<file path="config.mk">
export PLATFORM = sky130hd
export DESIGN_NAME = pipe_skid_reg
export DESIGN_NICKNAME = d
export VERILOG_FILES = /design/src/rtl/pipe_skid_reg.sv
export SDC_FILE = /design/constraint.sdc
export NUM_CORES = 1
export LEC_CHECK = 0
export CORE_ASPECT_RATIO = 0.5
export CORE_MARGIN = 5
export CORE_UTILIZATION = 45
export CTS_CLUSTER_DIAMETER = 40
export CTS_CLUSTER_SIZE = 14
export DETAILED_ROUTE_END_ITERATION = 7
export PLACE_DENSITY_LB_ADDON = 0.08
export SETUP_SLACK_MARGIN = 0.2
export SYNTH_ARGS = -nofsm -noshare
export SYNTH_HDL_FRONTEND = slang
export SYNTH_SLANG_ARGS = --single-unit
</file>
<file path="constraint.sdc">
create_clock -name clk -period 2.1 [get_ports clk]
set_input_delay 0.315 -clock clk [delete_from_list [all_inputs] [get_ports clk]]
set_output_delay 0.315 -clock clk [all_outputs]
set_load 0.03 [all_outputs]
</file>
<file path="src/rtl/pipe_skid_reg.sv">
// Two-entry pipeline register (main + skid) that cuts the ready path without adding latency.
// Also counts backpressured cycles in a saturating counter.
module pipe_skid_reg #(
    parameter int                DATA_W = 64,
    parameter logic [DATA_W-1:0] BUBBLE = {DATA_W{1'b0}},
    parameter int                CNT_W  = 16
) (
    input  logic              clk,
    input  logic              rst,
    input  logic              flush,
    input  logic              in_valid,
    input  logic [DATA_W-1:0] in_data,
    output logic              in_ready,
    output logic              out_valid,
    output logic [DATA_W-1:0] out_data,
    input  logic              out_ready,
    output logic [1:0]        occupancy,
    output logic [CNT_W-1:0]  stall_cnt
);

    typedef enum logic [1:0] {
        S_EMPTY = 2'd0,
        S_ONE   = 2'd1,
        S_FULL  = 2'd2
    } state_t;

    state_t            state_q, state_d;
    logic [DATA_W-1:0] main_q, main_d;
    logic [DATA_W-1:0] skid_q, skid_d;
    logic [CNT_W-1:0]  stall_q, stall_d;

    logic in_fire;
    logic out_fire;

    assign in_fire  = in_valid & in_ready;
    assign out_fire = out_valid & out_ready;

    always_ff @(posedge clk) begin
        if (rst) begin
            state_q <= S_EMPTY;
            main_q  <= BUBBLE;
            skid_q  <= BUBBLE;
            stall_q <= '0;
        end else begin
            state_q <= state_d;
            main_q  <= main_d;
            skid_q  <= skid_d;
            stall_q <= stall_d;
        end
    end

    always_comb begin
        state_d = state_q;
        main_d  = main_q;
        skid_d  = skid_q;
        if (flush) begin
            // Flush wins over any transfer; an out_fire this cycle is simply dropped with the rest.
            state_d = S_EMPTY;
            main_d  = BUBBLE;
            skid_d  = BUBBLE;
        end else begin
            case (state_q)
                S_EMPTY: begin
                    if (in_fire) begin
                        main_d  = in_data;
                        state_d = S_ONE;
                    end
                end
                S_ONE: begin
                    if (in_fire && out_fire) begin
                        main_d = in_data;
                    end else if (in_fire) begin
                        skid_d  = in_data;
                        state_d = S_FULL;
                    end else if (out_fire) begin
                        main_d  = BUBBLE;
                        state_d = S_EMPTY;
                    end
                end
                S_FULL: begin
                    if (out_fire) begin
                        main_d  = skid_q;
                        skid_d  = BUBBLE;
                        state_d = S_ONE;
                    end
                end
                default: begin
                    state_d = S_EMPTY;
                    main_d  = BUBBLE;
                    skid_d  = BUBBLE;
                end
            endcase
        end
    end

    always_comb begin
        stall_d = stall_q;
        if (out_valid && !out_ready && (stall_q != {CNT_W{1'b1}})) begin
            stall_d = stall_q + CNT_W'(1);
        end
    end

    always_comb begin
        in_ready  = 1'b0;
        out_valid = 1'b0;
        occupancy = 2'd0;
        case (state_q)
            S_EMPTY: begin
                in_ready  = 1'b1;
                out_valid = 1'b0;
                occupancy = 2'd0;
            end
            S_ONE: begin
                in_ready  = 1'b1;
                out_valid = 1'b1;
                occupancy = 2'd1;
            end
            S_FULL: begin
                in_ready  = 1'b0;
                out_valid = 1'b1;
                occupancy = 2'd2;
            end
            default: begin
                in_ready  = 1'b0;
                out_valid = 1'b0;
                occupancy = 2'd0;
            end
        endcase
        // Only flush and rst reach in_ready combinationally; everything else is registered.
        in_ready = in_ready & ~flush & ~rst;
    end

    assign out_data  = out_valid ? main_q : BUBBLE;
    assign stall_cnt = stall_q;

endmodule

</file>
### Word level (Yosys, flattened, before mapping)

Cells that the tools add are included.

* $add $sub $neg: 1
* multiply operators: 0
* div/mod/pow operators: 0
* $lt $le $gt $ge: 0
* equal/unequal tests: 10
* shift-type cells: 0
* multiplexer cells: 18
* bitwise logic cells: 7
* reductions and logical operators: 11

Operators with widths (number)
* $mux W64: 7
* $pmux W64 S3: 2
* $add A16 B1 Y16 const B: 1
* $ne A16 B16 Y1 const B: 1
* $reduce_and A4 Y1: 3
* $mux W2: 5
* $ne A3 B3 Y1 const B: 3
* $ne A2 B2 Y1 const B: 4
* $pmux W2 S3: 1
* $reduce_or A2 Y1: 3
* $and A1 B1 Y1: 4
* $pmux W2 S2: 1
* $logic_and A1 B1 Y1: 3
* $not A1 Y1: 3
* $eq A2 B1 Y1 const B: 1
* $eq A2 B2 Y1 const B: 1
* $logic_not A2 Y1: 1
* $mux W1: 2
* $logic_not A1 Y1: 1

* register bits: 146
* bits in latches: 0
* memory bits (writable): 0
* memory bits (read-only): 0
* word-level logic and storage cells: 51
* memories: 0

### Longest topological paths before layout

Gate-level depths: netlist (run 1).

* depth after elaboration: 9
* depth in mapped cells: 9
* gate-level depth less buffers: 7

### Worst setup path after synthesis (run 1)

Ideal clock, no wire load.

* path type: register -> register
* from: register state_q[0]
* to: register main_q[40]
* setup time: 0.070 ns
* arrival: 2.149 ns
* required time: 2.030 ns
* path slack: -0.119 ns
* cell stages (with the launch flop): 9
* period minus slack after synthesis: 2.219 ns
* path through: dfxtp_1 inv_1 ha_1 nand2b_1 a21oi_1 clkbuf_1 clkbuf_1 o21ai_0 a21oi_1

* elaborated cells between the ends (all ways): 19

RTL lines
* start, declared: RTL line 27 `state_t state_q, state_d;`
* start signal, assigned: RTL line 45 `state_q <= state_d;`
* $eq A2 B2 Y1 or $eq A2 B1 Y1 (tied branches): RTL line 107 `case (state_q)`
* $reduce_or A2 Y1 (no source line) (*)
* $mux W1 (*): RTL line 107
* named net out_valid: RTL line 14 `output logic out_valid,`
* $and A1 B1 Y1 (*): RTL line 36 `assign out_fire = out_valid & out_ready;`
* $logic_and A1 B1 Y1: RTL line 70 `if (in_fire && out_fire) begin`
* $ne A3 B3 Y1 (no source line) or $mux W64 (tied branches)
* $reduce_and A4 Y1 (no source line) or $pmux W64 S3 (tied branches)
* end signal, assigned: RTL line 46 `main_q <= main_d;`
* end, declared: RTL line 28 `logic [DATA_W-1:0] main_q, main_d;`

The timed path passes the listed nets; every way through them passes the cells marked *.
A chain may end at the register's enable or synchronous reset.

### Worst setup path in the final report (run 1)

* from: register state_q[1]
* to: register skid_q[45]

* cells in the longest elaborated chain, start to end: 9
* elaborated cells between the ends (all ways): 18

Ends and longest elaborated chain
* $eq A2 B1 Y1 or $logic_not A2 Y1 (tied branches): RTL line 62, 107
* $reduce_or A2 Y1 (no source line)
* $mux W1: RTL line 107
* $and A1 B1 Y1 (2 in series): RTL line 130 `in_ready = in_ready & ~flush & ~rst;`
* $and A1 B1 Y1: RTL line 35 `assign in_fire = in_valid & in_ready;`
* $logic_and A1 B1 Y1: RTL line 70
* $ne A2 B2 Y1 (no source line)
* $reduce_and A4 Y1 (no source line)
* end signal, assigned: RTL line 47 `skid_q <= skid_d;`
* end, declared: RTL line 29 `logic [DATA_W-1:0] skid_q, skid_d;`

Parallel ways exist; a longest one is shown, timed or not.

==> flow_results.xml, run 1 <==
<?xml version="1.0" encoding="UTF-8"?>
<metrics>
  <group name="drt">
    <metric name="drt-total-wl" unit="um">24700</metric>
    <metric name="dr.pass1.iters" unit="">5</metric>
    <metric name="drtAntennaViolNets" unit="">0</metric>
    <metric name="routed_via_density" unit="">5.82</metric>
    <metric name="dr.first_iter.drc_count" unit="">661</metric>
    <metric name="wire_per_inst" unit="um">20.1</metric>
    <metric name="detail_route.drc_violations" unit="">0</metric>
    <metric name="vias" unit="">7179</metric>
  </group>
  <group name="synth">
    <metric name="postSynthCellCount" unit="">850</metric>
    <metric name="yosys_warnings" unit="">0</metric>
    <metric name="synth_area_in_simple_gates" unit="%">23.6</metric>
    <metric name="async_flop_share" unit="%">0</metric>
    <metric name="synth_xor_xnor_area_share" unit="%">1.42</metric>
    <metric name="post_synth_main_area_contributors" unit="">sky130_fd_sc_hd__dfxtp_1 43%, sky130_fd_sc_hd__a21oi_1 9.9%, sky130_fd_sc_hd__a22o_1 8.3%</metric>
    <metric name="post_synthesis_adder_cell_area_fraction" unit="%">1.47</metric>
    <metric name="synth.top_cell.area_share" unit="%">43.1</metric>
    <metric name="synth-compound-area-share" unit="%">24.1</metric>
    <metric name="synthesis.area_per_instance" unit="um^2">7.98</metric>
    <metric name="synth.most_common_cell" unit="">sky130_fd_sc_hd__dfxtp_1</metric>
    <metric name="ys_ff_latch" unit="">146</metric>
    <metric name="synth_edf_count" unit="">0</metric>
    <metric name="synth_top_cell_by_area" unit="">sky130_fd_sc_hd__dfxtp_1</metric>
    <metric name="post_synth_mux_area_share" unit="%">0.442</metric>
    <metric name="ys.flop_type" unit="">sky130_fd_sc_hd__dfxtp_1</metric>
    <metric name="yosysSeqAreaShare" unit="%">43.1</metric>
    <metric name="mappedNetlistArea" unit="um^2">6790</metric>
    <metric name="synth_commonest_cells" unit="">146 x sky130_fd_sc_hd__dfxtp_1, 137 x sky130_fd_sc_hd__nand2_1, 134 x sky130_fd_sc_hd__a21oi_1, 74 x sky130_fd_sc_hd__nand3_1, 65 x sky130_fd_sc_hd__and2_1</metric>
    <metric name="main_combinational_cell_family_by_area_after_synthesis" unit="">compound AO/OA/AOI/OAI gates</metric>
    <metric name="syn_nets" unit="">927</metric>
    <metric name="yosys.cell_types.count" unit="">39</metric>
  </group>
  <group name="sta">
    <metric name="max-slew-margin-rel" unit="%">61.0</metric>
    <metric name="finalWorstPathRequiredPeriod" unit="ps">2060</metric>
    <metric name="tightestPinTransition" unit="ps">585</metric>
    <metric name="fin_skew" unit="ps">11.8</metric>
    <metric name="post_route_worst_setup_slack" unit="ps">35.6</metric>
    <metric name="timing.setup.tns" unit="ps">0</metric>
    <metric name="rsz0062_at_grt" unit="">true</metric>
    <metric name="max_freq" unit="MHz">484</metric>
    <metric name="final_hold_viol_count" unit="">0</metric>
    <metric name="finalCritPeriodShare" unit="%">98.3</metric>
    <metric name="report.final.setup_viol" unit="">0</metric>
    <metric name="final_max_slew_viol_count" unit="">0</metric>
  </group>
  <group name="clocking">
    <metric name="tritoncts.num_buffers" unit="">17</metric>
    <metric name="numClockSinks" unit="">146</metric>
    <metric name="clk_root_buffer_cell" unit="">sky130_fd_sc_hd__clkbuf_16</metric>
    <metric name="cts_buffer_depth" unit="">2</metric>
    <metric name="cts_htree_levels" unit="">4</metric>
    <metric name="cts_hold_buffers" unit="">0</metric>
    <metric name="clock_tree_from_tritoncts" unit="">built</metric>
    <metric name="worst_setup_hold_path_clk_slew" unit="ps">60</metric>
    <metric name="worstSkewPairLatency" unit="ps">420</metric>
  </group>
  <group name="power_and_ir_drop">
    <metric name="static_leakage_power" unit="nW">3.99</metric>
    <metric name="power_density" unit="nW/um^2">639</metric>
    <metric name="clkPwrFrac" unit="%">46.2</metric>
    <metric name="design_power_total" unit="mW">6.82</metric>
    <metric name="power.internal" unit="mW">5.13</metric>
    <metric name="seq_power_share" unit="%">41.2</metric>
    <metric name="ir_worst_vdd" unit="V">0.000609</metric>
    <metric name="switching_share" unit="%">24.8</metric>
    <metric name="power_frac_comb" unit="%">12.6</metric>
    <metric name="switching_power" unit="mW">1.70</metric>
  </group>
  <group name="setup_path">
    <metric name="worst_r2r_startpoint" unit="">state_q[1]$_SDFFE_PP0P_</metric>
    <metric name="cpMaxStageDelayCell" unit="">sky130_fd_sc_hd__dfxtp_4</metric>
    <metric name="crit_arrival" unit="ps">2400</metric>
    <metric name="required" unit="ps">2430</metric>
    <metric name="timing.critical_path.max_delay_family" unit="">buffers and inverters</metric>
    <metric name="startpoint" unit="">state_q[1]$_SDFFE_PP0P_</metric>
    <metric name="count_of_buffer_and_inverter_cells_on_the_critical_path" unit="">5</metric>
    <metric name="worstSetupEndpointType" unit="">flop</metric>
    <metric name="worstSetupPathType" unit="">reg -&gt; reg</metric>
    <metric name="timing.critical_path.mode_cell" unit="">sky130_fd_sc_hd__buf_6</metric>
    <metric name="element_type_at_the_critical_path_start" unit="">flop</metric>
    <metric name="critical_path.max_fanout" unit="">6</metric>
    <metric name="crit_path_cell_trace" unit="">inv_4 &gt; ha_4 &gt; buf_4 &gt; nand2_1 &gt; nand2_2 &gt; a211oi_4 &gt; buf_6 &gt; buf_6 &gt; buf_12 &gt; nand3_1 &gt; a21oi_1</metric>
    <metric name="crit_path_max_incr_delay" unit="ps">350</metric>
  </group>
  <group name="floorplan">
    <metric name="design.die.area" unit="um^2">17800</metric>
    <metric name="die_x" unit="um">184</metric>
    <metric name="die_h" unit="um">96.8</metric>
    <metric name="placement_rows" unit="">31</metric>
    <metric name="initial_core_utilization" unit="%">46.4</metric>
    <metric name="core_area" unit="um^2">14600</metric>
    <metric name="design.portCount" unit="">153</metric>
  </group>
  <group name="global_route">
    <metric name="initial_antenna_violation_count" unit="">1</metric>
    <metric name="first_pass_grt_wire_length" unit="um">34300</metric>
    <metric name="overflow_left_after_global_routing" unit="">0</metric>
    <metric name="grt_usage" unit="%">23.4</metric>
    <metric name="grt_start_max_net_pins" unit="">48</metric>
    <metric name="first_global_vias" unit="">6543</metric>
  </group>
  <group name="layout">
    <metric name="utilization" unit="%">73.0</metric>
    <metric name="n_antenna_cell" unit="">0</metric>
    <metric name="drive_above_1_share" unit="%">30.0</metric>
    <metric name="syn_to_final_growth" unit="%">57.3</metric>
    <metric name="design.final.nets" unit="">1100</metric>
  </group>
  <group name="placement">
    <metric name="dp_worst_setup_slack" unit="ps">-122</metric>
    <metric name="portBuffers" unit="">152</metric>
    <metric name="gpl.final_weighted_congestion" unit="">0.768</metric>
    <metric name="dp.final_hpwl" unit="um">12200</metric>
  </group>
  <group name="flow_run">
    <metric name="drv.max_cap_violation_count" unit="">0</metric>
  </group>
  <group name="outcome">
    <metric name="outcome" unit="">completed</metric>
  </group>
  <group name="worst_hold_path">
    <metric name="worstHoldStart" unit="">skid_q[3]$_SDFFE_PP0P_</metric>
    <metric name="hp-class" unit="">reg -&gt; reg</metric>
  </group>
</metrics>
flip-flops by register name, indices dropped and copies added, names as in the netlist:
signal,flops
main_q,64
skid_q,64
stall_cnt,16
state_q,2
path summary, 6_finish.rpt:
| path | to | slack (ps) | cells past startpoint |
|---|---|---|---|
| max | skid_q[45]$_SDFFE_PP0P_ | 40 | 11 |
| min | skid_q[3]$_SDFFE_PP0P_ | 460 | 2 |
| max reg2reg | skid_q[45]$_SDFFE_PP0P_ | 40 | 11 |
| min reg2reg | skid_q[3]$_SDFFE_PP0P_ | 460 | 2 |
layer usage:
metal	wire length (um)	track usage (%)	share of wire, %
met1	10600	31.6	43
met2	11600	37.8	47
met4	510	6.92	2.1
met3	2080	4.72	8.4
met5	0	0	0
cell type report:
type                            count  area, um^2
Fill cell                        1110        3950
Inverter                            4        17.5
Clock inverter                     12         158
Multi-Input combinational cell    620        3880
Tap cell                          198         248
Clock buffer                       19         443
Timing Repair Buffer              234        3000
Sequential cell                   146        2930
worst min-delay path: stages, from the launching register on:
cell and delay [ps]:
sky130_fd_sc_hd__dfxtp_1 310, sky130_fd_sc_hd__nand2_1 50, sky130_fd_sc_hd__a21oi_1 50
logic make-up (layout without fill, tap and decap cells):
group,count (synthesis),count (layout)
flip-flops,146,146
multiplexers,3,3
AND/OR/NAND/NOR,328,328
XOR/XNOR,11,11
buffers and inverters,84,269
AO/OA/AOI/OAI,270,270
adder cells (fa/ha/maj),8,8
through the flow:
step           cell area (um^2)  hold slack, ps  instances
6_report                  10700             456       1233
4_1_cts                    9880             453       1205
2_1_floorplan              6890             432        850
3_5_place_dp               8520             445       1153
3_3_place_gp               8520             438       1153
5_1_grt                   10700             465       1233
cells in the final DEF, fill, tap and decap left out, drive strengths merged, types with 34 or more instances in the layout:
cell type / synthesis / routed
clkbuf: 53 / 34
dfxtp: 146 / 146
a22o: 64 / 64
and2: 65 / 65
nand3: 74 / 74
buf: 25 / 133
nand2: 138 / 138
clkdlybuf4s50: 0 / 83
o21ai: 66 / 66
a21oi: 134 / 134
power by group through the flow:
stage / registers, mW / logic, mW / clock network, mW
5_1_grt: 2.81 / 0.896 / 3.31
3_3_place_gp: 2.87 / 0.603 / 0
4_1_cts: 2.81 / 0.715 / 3.17
6_report: 2.81 / 0.860 / 3.16
2_1_floorplan: 2.87 / 0.316 / 0
3_5_place_dp: 2.87 / 0.605 / 0
timing repair:
item | CTS | global route
buffers inserted | 12 | 8
endpoints found under the setup margin | 154 | 217
pin swaps | 24 | 86
gates cloned | 9 | 20
resized for setup | 124 | 89
Power figures use the tool's default switching activity.
==> run 2: changes to the inputs <==
==> constraint.sdc (replaced) <==
create_clock -name clk -period 1.7 [get_ports clk]
set_input_delay 0.255 -clock clk [delete_from_list [all_inputs] [get_ports clk]]
set_output_delay 0.255 -clock clk [all_outputs]
set_load 0.02 [all_outputs]
==> flow_results.xml, run 2 (synthesis results as in run 1) <==
<?xml version="1.0" encoding="UTF-8"?>
<metrics>
  <group name="layout">
    <metric name="n_fill_cell" unit="">1092</metric>
    <metric name="layout.cells.most_common_list" unit="">144 x sky130_fd_sc_hd__dfxtp_1, 114 x sky130_fd_sc_hd__nand2_1, 92 x sky130_fd_sc_hd__a21oi_1</metric>
    <metric name="drive_above_1_share" unit="%">32.9</metric>
    <metric name="post_layout_nonfiller_instances" unit="">1228</metric>
    <metric name="syn_to_final_growth" unit="%">57.0</metric>
    <metric name="area_used_by_multi_input_combinational_logic" unit="um^2">4220</metric>
    <metric name="utilization" unit="%">72.9</metric>
    <metric name="register_area" unit="um^2">2930</metric>
    <metric name="n_antenna_cell" unit="">0</metric>
    <metric name="layout_commonest_cell" unit="">sky130_fd_sc_hd__dfxtp_1</metric>
    <metric name="design.final.nets" unit="">1094</metric>
  </group>
  <group name="floorplan">
    <metric name="design.portCount" unit="">153</metric>
    <metric name="die_x" unit="um">184</metric>
    <metric name="die_h" unit="um">96.8</metric>
    <metric name="core_area" unit="um^2">14600</metric>
    <metric name="design.die.area" unit="um^2">17800</metric>
    <metric name="initial_core_utilization" unit="%">46.4</metric>
    <metric name="placement_rows" unit="">31</metric>
  </group>
  <group name="global_route">
    <metric name="grt_start_max_net_pins" unit="">84</metric>
    <metric name="grt_usage" unit="%">21.5</metric>
    <metric name="first_global_vias" unit="">6388</metric>
    <metric name="overflow_left_after_global_routing" unit="">0</metric>
    <metric name="first_pass_grt_wire_length" unit="um">32300</metric>
    <metric name="initial_antenna_violation_count" unit="">1</metric>
  </group>
  <group name="sta">
    <metric name="finalCritPeriodShare" unit="%">118</metric>
    <metric name="final_hold_viol_count" unit="">0</metric>
    <metric name="post_route_worst_setup_slack" unit="ps">-310</metric>
    <metric name="fin_worst_hold_slack" unit="ps">451</metric>
    <metric name="tightestPinTransition" unit="ps">647</metric>
    <metric name="final_max_slew_viol_count" unit="">0</metric>
    <metric name="finalWorstPathRequiredPeriod" unit="ps">2010</metric>
    <metric name="fin_skew" unit="ps">14.1</metric>
    <metric name="max_freq" unit="MHz">498</metric>
    <metric name="rsz0062_at_grt" unit="">true</metric>
    <metric name="max-slew-margin-rel" unit="%">56.9</metric>
    <metric name="report.final.setup_viol" unit="">206</metric>
  </group>
  <group name="power_and_ir_drop">
    <metric name="static_leakage_power" unit="nW">4.19</metric>
    <metric name="switching_power" unit="mW">2.13</metric>
    <metric name="power_frac_comb" unit="%">11.7</metric>
    <metric name="power.internal" unit="mW">6.01</metric>
    <metric name="power_density" unit="nW/um^2">764</metric>
    <metric name="clkPwrFrac" unit="%">45.7</metric>
    <metric name="seq_power_share" unit="%">42.6</metric>
    <metric name="ir_worst_vdd" unit="V">0.000559</metric>
    <metric name="design_power_total" unit="mW">8.15</metric>
    <metric name="switching_share" unit="%">26.2</metric>
  </group>
  <group name="placement">
    <metric name="dp.cells" unit="">1162</metric>
    <metric name="portBuffers" unit="">152</metric>
    <metric name="gpl.final_weighted_congestion" unit="">0.830</metric>
    <metric name="dp.final_hpwl" unit="um">12200</metric>
  </group>
  <group name="outcome">
    <metric name="outcome" unit="">finished with violations</metric>
    <metric name="violations" unit="">negative setup slack</metric>
  </group>
  <group name="clocking">
    <metric name="worstSkewPairLatency" unit="ps">410</metric>
    <metric name="numClockSinks" unit="">146</metric>
    <metric name="cts_htree_levels" unit="">4</metric>
    <metric name="clock_tree_from_tritoncts" unit="">built</metric>
    <metric name="clk_root_buffer_cell" unit="">sky130_fd_sc_hd__clkbuf_16</metric>
    <metric name="cts_hold_buffers" unit="">0</metric>
    <metric name="tritoncts.num_buffers" unit="">17</metric>
    <metric name="cts_buffer_depth" unit="">2</metric>
    <metric name="worst_setup_hold_path_clk_slew" unit="ps">70</metric>
  </group>
  <group name="setup_path">
    <metric name="reg2regPathDepth" unit="">10</metric>
    <metric name="required" unit="ps">2030</metric>
    <metric name="critical_path.max_fanout" unit="">7</metric>
    <metric name="crit_arrival" unit="ps">2340</metric>
    <metric name="element_type_at_the_critical_path_start" unit="">flop</metric>
    <metric name="worstSetupPathType" unit="">reg -&gt; reg</metric>
    <metric name="worstSetupEndpointType" unit="">flop</metric>
  </group>
  <group name="drt">
    <metric name="detail_route.drc_violations" unit="">0</metric>
    <metric name="dr.pass1.iters" unit="">5</metric>
    <metric name="drtAntennaViolNets" unit="">0</metric>
    <metric name="wire_per_inst" unit="um">18.8</metric>
    <metric name="vias" unit="">6989</metric>
    <metric name="routed_via_density" unit="">5.69</metric>
    <metric name="drt-total-wl" unit="um">23000</metric>
    <metric name="dr.first_iter.drc_count" unit="">721</metric>
  </group>
  <group name="worst_hold_path">
    <metric name="hp-class" unit="">in -&gt; reg</metric>
    <metric name="timing.hold.worst_path_depth" unit="">3</metric>
  </group>
  <group name="flow_run">
    <metric name="drv.max_cap_violation_count" unit="">0</metric>
  </group>
</metrics>
## run 2: cell count changes in the layout (fill, tap and decap cells not counted), sizes merged, moves of 2 or more
cell,delta
bufinv,-2
clkbuf,-5
clkdlybuf4s50,-15
dlygate4sd2,-3
dlymetal6s2s,+16
inv,+4
## run 2: layout make-up
cell class | instances | area share [%]
repair buffers | 228 | 24.9
clock inverters | 14 | 1.39
multi-input cells | 620 | 39.6
flip-flops and latches | 146 | 27.5
well taps | 198 | 2.32
inverters | 4 | 0.188
clock buffers | 18 | 4.12
## run 2: worst paths after layout
| path | endpoint | slack, ps | start |
|---|---|---|---|
| worst min register to register | skid_q[15]$_SDFFE_PP0P_ | 450 | skid_q[15]$_SDFFE_PP0P_ |
| worst max register to register | skid_q[25]$_SDFFE_PP0P_ | -310 | state_q[0]$_SDFFE_PP0P_ |
| worst max-delay path | skid_q[25]$_SDFFE_PP0P_ | -310 | state_q[0]$_SDFFE_PP0P_ |
| worst min-delay path | skid_q[58]$_SDFFE_PP0P_ | 450 | in_data[58] |
## run 2: per-layer routing
metal	GRT usage, %	up-vias	wire length [um]
met5	0	-	13
li1	-	3305	-
met1	29.9	3404	10200
met3	4.65	20	1740
met4	3.38	2	165
met2	35.0	258	10900
## run 2: per-stage QoR
step,instance area [um^2],TNS [ps],setup slack (ps)
global route,10700,-57240,-379
finish,10700,-45130,-310
global placement,8700,-57420,-410
detailed placement,8700,-63960,-487
floorplan,6930,-4610,-73.7
CTS,9310,-33540,-264
## run 2: timing repair
item	CTS	global route
buffers inserted	4	10
pin swaps	19	84
resized for setup	343	259
gates cloned	1	19
setup endpoints to repair	230	230
## run 2: power by group through the flow
| stage | Sequential, mW | Combinational, mW | Clock (mW) |
|---|---|---|---|
| 6_report | 3.47 | 0.957 | 3.72 |
| 5_1_grt | 3.47 | 1.01 | 3.91 |
| 4_1_cts | 3.47 | 0.767 | 3.74 |
| 3_5_place_dp | 3.54 | 0.746 | 0 |
| 3_3_place_gp | 3.54 | 0.742 | 0 |
| 2_1_floorplan | 3.54 | 0.412 | 0 |
## run 2: worst max-delay path: stages, from the launching register on
cell and delay, ps:
sky130_fd_sc_hd__dfxtp_4 360, sky130_fd_sc_hd__inv_4 40, sky130_fd_sc_hd__ha_4 270, sky130_fd_sc_hd__buf_8 140, sky130_fd_sc_hd__nand2_4 60, sky130_fd_sc_hd__nand2_4 70, sky130_fd_sc_hd__a211oi_4 300, sky130_fd_sc_hd__buf_6 230
sky130_fd_sc_hd__clkbuf_16 180, sky130_fd_sc_hd__nand3_1 80, sky130_fd_sc_hd__a21oi_1 190
==> run 3: changes to the inputs <==
Settings changed: ABC_AREA from default to 1, SETUP_SLACK_MARGIN 0.2 to 0.5, TNS_END_PERCENT from default to 10.
==> flow_results.xml, run 3 <==
<?xml version="1.0" encoding="UTF-8"?>
<metrics>
  <group name="drt">
    <metric name="dr.first_iter.drc_count" unit="">532</metric>
    <metric name="detail_route.drc_violations" unit="">0</metric>
    <metric name="dr.pass1.iters" unit="">5</metric>
    <metric name="routed_via_density" unit="">5.17</metric>
    <metric name="drt-total-wl" unit="um">25000</metric>
    <metric name="drtAntennaViolNets" unit="">0</metric>
    <metric name="vias" unit="">8709</metric>
    <metric name="wire_per_inst" unit="um">14.9</metric>
  </group>
  <group name="synth">
    <metric name="yosys.cell_types.count" unit="">25</metric>
    <metric name="ys.flop_type" unit="">sky130_fd_sc_hd__dfxtp_1</metric>
    <metric name="synth_commonest_cells" unit="">574 x sky130_fd_sc_hd__nand2_1, 146 x sky130_fd_sc_hd__dfxtp_1, 146 x sky130_fd_sc_hd__nor2_1, 136 x sky130_fd_sc_hd__nand3_1, 81 x sky130_fd_sc_hd__a21oi_1</metric>
    <metric name="post_synth_main_area_contributors" unit="">sky130_fd_sc_hd__dfxtp_1 38%, sky130_fd_sc_hd__nand2_1 28%, sky130_fd_sc_hd__nand3_1 8.8%</metric>
    <metric name="async_flop_share" unit="%">0</metric>
    <metric name="synth.top_cell.area_share" unit="%">37.7</metric>
    <metric name="postSynthCellCount" unit="">1288</metric>
    <metric name="syn_nets" unit="">1365</metric>
    <metric name="synth.most_common_cell" unit="">sky130_fd_sc_hd__nand2_1</metric>
    <metric name="yosys_warnings" unit="">0</metric>
    <metric name="synth_edf_count" unit="">0</metric>
    <metric name="ys_ff_latch" unit="">146</metric>
    <metric name="synth_top_cell_by_area" unit="">sky130_fd_sc_hd__dfxtp_1</metric>
    <metric name="synthesis.area_per_instance" unit="um^2">6.02</metric>
    <metric name="mappedNetlistArea" unit="um^2">7760</metric>
    <metric name="yosysSeqAreaShare" unit="%">37.7</metric>
  </group>
  <group name="worst_hold_path">
    <metric name="worstHoldStart" unit="">main_q[31]$_SDFFE_PP0P_</metric>
    <metric name="holdPathEnd" unit="">main_q[31]$_SDFFE_PP0P_</metric>
    <metric name="hp-class" unit="">reg -&gt; reg</metric>
    <metric name="timing.hold.worst_path_depth" unit="">2</metric>
  </group>
  <group name="power_and_ir_drop">
    <metric name="design_power_total" unit="mW">9.47</metric>
    <metric name="ir_worst_vdd" unit="V">0.000830</metric>
    <metric name="power_density" unit="nW/um^2">837</metric>
    <metric name="static_leakage_power" unit="nW">4.75</metric>
  </group>
  <group name="layout">
    <metric name="layout.cells.most_common_list" unit="">526 x sky130_fd_sc_hd__nand2_1, 137 x sky130_fd_sc_hd__nor2_1, 133 x sky130_fd_sc_hd__nand3_1</metric>
    <metric name="n_antenna_cell" unit="">0</metric>
    <metric name="syn_to_final_growth" unit="%">45.9</metric>
    <metric name="design.final.nets" unit="">1520</metric>
    <metric name="n_fill_cell" unit="">1430</metric>
    <metric name="post_layout_nonfiller_instances" unit="">1683</metric>
    <metric name="drive_above_1_share" unit="%">22.9</metric>
    <metric name="layout_commonest_cell" unit="">sky130_fd_sc_hd__nand2_1</metric>
  </group>
  <group name="clocking">
    <metric name="tritoncts.num_buffers" unit="">17</metric>
    <metric name="clock_tree_from_tritoncts" unit="">built</metric>
    <metric name="cts_buffer_depth" unit="">2</metric>
    <metric name="numClockSinks" unit="">146</metric>
    <metric name="worst_setup_hold_path_clk_slew" unit="ps">70</metric>
    <metric name="clk_root_buffer_cell" unit="">sky130_fd_sc_hd__clkbuf_16</metric>
    <metric name="worstSkewPairLatency" unit="ps">430</metric>
    <metric name="cts_htree_levels" unit="">4</metric>
  </group>
  <group name="setup_path">
    <metric name="worstSetupPathType" unit="">reg -&gt; reg</metric>
    <metric name="worstSetupEndpointType" unit="">flop</metric>
    <metric name="critical_path.max_fanout" unit="">11</metric>
    <metric name="crit_arrival" unit="ps">2310</metric>
    <metric name="r2r_end" unit="">main_q[38]$_SDFFE_PP0P_</metric>
    <metric name="regToRegSetupSlack" unit="ps">-260</metric>
    <metric name="element_type_at_the_critical_path_start" unit="">flop</metric>
    <metric name="worst_r2r_startpoint" unit="">state_q[1]$_SDFFE_PP0P_</metric>
    <metric name="required" unit="ps">2040</metric>
    <metric name="reg2regPathDepth" unit="">10</metric>
  </group>
  <group name="placement">
    <metric name="gpl.final_weighted_congestion" unit="">0.916</metric>
    <metric name="dp.cells" unit="">1625</metric>
    <metric name="portBuffers" unit="">152</metric>
    <metric name="dp.final_hpwl" unit="um">14500</metric>
  </group>
  <group name="sta">
    <metric name="max_freq" unit="MHz">509</metric>
    <metric name="rsz0062_at_grt" unit="">true</metric>
    <metric name="max-slew-margin-rel" unit="%">40.2</metric>
    <metric name="finalWorstPathRequiredPeriod" unit="ps">1960</metric>
    <metric name="finalCritPeriodShare" unit="%">115</metric>
    <metric name="final_max_slew_viol_count" unit="">0</metric>
    <metric name="final_hold_viol_count" unit="">0</metric>
    <metric name="fin_worst_hold_slack" unit="ps">463</metric>
    <metric name="fin_skew" unit="ps">11.9</metric>
    <metric name="post_route_worst_setup_slack" unit="ps">-263</metric>
    <metric name="tightestPinTransition" unit="ps">897</metric>
    <metric name="report.final.setup_viol" unit="">195</metric>
  </group>
  <group name="floorplan">
    <metric name="initial_core_utilization" unit="%">46.6</metric>
    <metric name="design.portCount" unit="">153</metric>
    <metric name="core_area" unit="um^2">16600</metric>
    <metric name="design.die.area" unit="um^2">20100</metric>
    <metric name="placement_rows" unit="">33</metric>
    <metric name="die_x" unit="um">196</metric>
    <metric name="die_h" unit="um">103</metric>
  </group>
  <group name="outcome">
    <metric name="outcome" unit="">finished with violations</metric>
    <metric name="violations" unit="">negative setup slack</metric>
  </group>
  <group name="global_route">
    <metric name="initial_antenna_violation_count" unit="">0</metric>
    <metric name="first_pass_grt_wire_length" unit="um">37000</metric>
    <metric name="overflow_left_after_global_routing" unit="">0</metric>
    <metric name="grt_start_max_net_pins" unit="">93</metric>
    <metric name="grt_usage" unit="%">22.2</metric>
    <metric name="first_global_vias" unit="">7759</metric>
  </group>
  <group name="flow_run">
    <metric name="drv.max_cap_violation_count" unit="">0</metric>
  </group>
</metrics>
[run 3: changes by cell type after synthesis, sizes merged, moves of 61 or more]
cell and delta:
nand2 +437, inv +77, nor2 +129, and2 -65, o21ai -61, a22o -64, nand3 +63
[run 3: repair_timing]
action / in CTS / in global routing
hold buffers: 0 / 0
pin swaps: 4 / 20
buffers inserted: 1 / 10
setup endpoints to repair: 230 / 227
gates resized for setup: 531 / 99
gates cloned: 0 / 15
[run 3: cell families after synthesis]
family,Yosys count,share of synthesized area (%)
AO/OA/AOI/OAI,87,5.63
XOR/XNOR,10,1.13
adder cells (fa/ha/maj),8,1.29
buffers and inverters,168,9.40
flip-flops,146,37.7
AND/OR/NAND/NOR,869,44.9
[run 3: layout make-up]
| class | count | area (um^2) | share of cell area [%] |
|---|---|---|---|
| Clock buffer | 24 | 472 | 4.17 |
| Multi-Input combinational cell | 974 | 4480 | 39.6 |
| Clock inverter | 8 | 105 | 0.929 |
| Timing Repair Buffer | 223 | 2660 | 23.5 |
| Inverter | 81 | 324 | 2.86 |
| Sequential cell | 146 | 2990 | 26.4 |
| Tap cell | 227 | 284 | 2.51 |
[run 3: how the worst max path moves through the flow]
stage / start / end / slack [ps] / cells past startpoint
after detailed placement: flush / skid_q[32]$_SDFFE_PP0P_ / -420 / 10
after global placement: flush / skid_q[26]$_SDFFE_PP0P_ / -380 / 10
final: state_q[1]$_SDFFE_PP0P_ / main_q[38]$_SDFFE_PP0P_ / -260 / 10
after CTS: state_q[1]$_SDFFE_PP0P_ / main_q[54]$_SDFFE_PP0P_ / -250 / 9
after global routing: state_q[1]$_SDFFE_PP0P_ / skid_q[31]$_SDFFE_PP0P_ / -330 / 13
after floorplan: state_q[0]$_SDFFE_PP0P_ / main_q[0]$_SDFFE_PP0P_ / 100 / 8
[run 3: critical path, cell delays in order, from the launching register on]
cell and delay, ps:
sky130_fd_sc_hd__dfxtp_4 360, sky130_fd_sc_hd__inv_4 40, sky130_fd_sc_hd__ha_4 310, sky130_fd_sc_hd__buf_6 120, sky130_fd_sc_hd__a21oi_2 50, sky130_fd_sc_hd__nand3b_1 230
sky130_fd_sc_hd__nor2_4 200, sky130_fd_sc_hd__buf_12 170, sky130_fd_sc_hd__clkbuf_16 180, sky130_fd_sc_hd__nand2_1 70, sky130_fd_sc_hd__a21oi_1 130
[run 3: per-layer routing]
layer | up-vias | global-route usage, % | wire length [um] | part of all wire, %
li1 | 4276 | - | - | -
met1 | 4123 | 28.7 | 11200 | 45
met2 | 276 | 37.6 | 12000 | 48
met3 | 34 | 5.00 | 1530 | 6.1
met4 | 0 | 7.13 | 313 | 1.3
met5 | - | 0 | 0 | 0
[run 3: where the power goes]
| part | total, mW | leakage [nW] | switching, mW | internal, mW |
|---|---|---|---|---|
| Combinational | 2.12 | 3.29 | 1.19 | 0.932 |
| Clock | 3.75 | 0.271 | 1.51 | 2.24 |
| Sequential | 3.59 | 1.20 | 0.0702 | 3.52 |
| Total | 9.47 | 4.75 | 2.77 | 6.70 |
[run 3: metrics by stage]
stage | TNS, ps | setup WS, ps | utilization [%] | area [um^2]
CTS | -31770 | -251 | 63.4 | 10600
detailed placement | -56670 | -417 | 58.9 | 9800
finish | -35160 | -263 | 68.0 | 11300
global placement | -53680 | -378 | 58.9 | 9800
floorplan | 0 | 104 | - | 8010
global route | -50210 | -330 | 68.0 | 11300
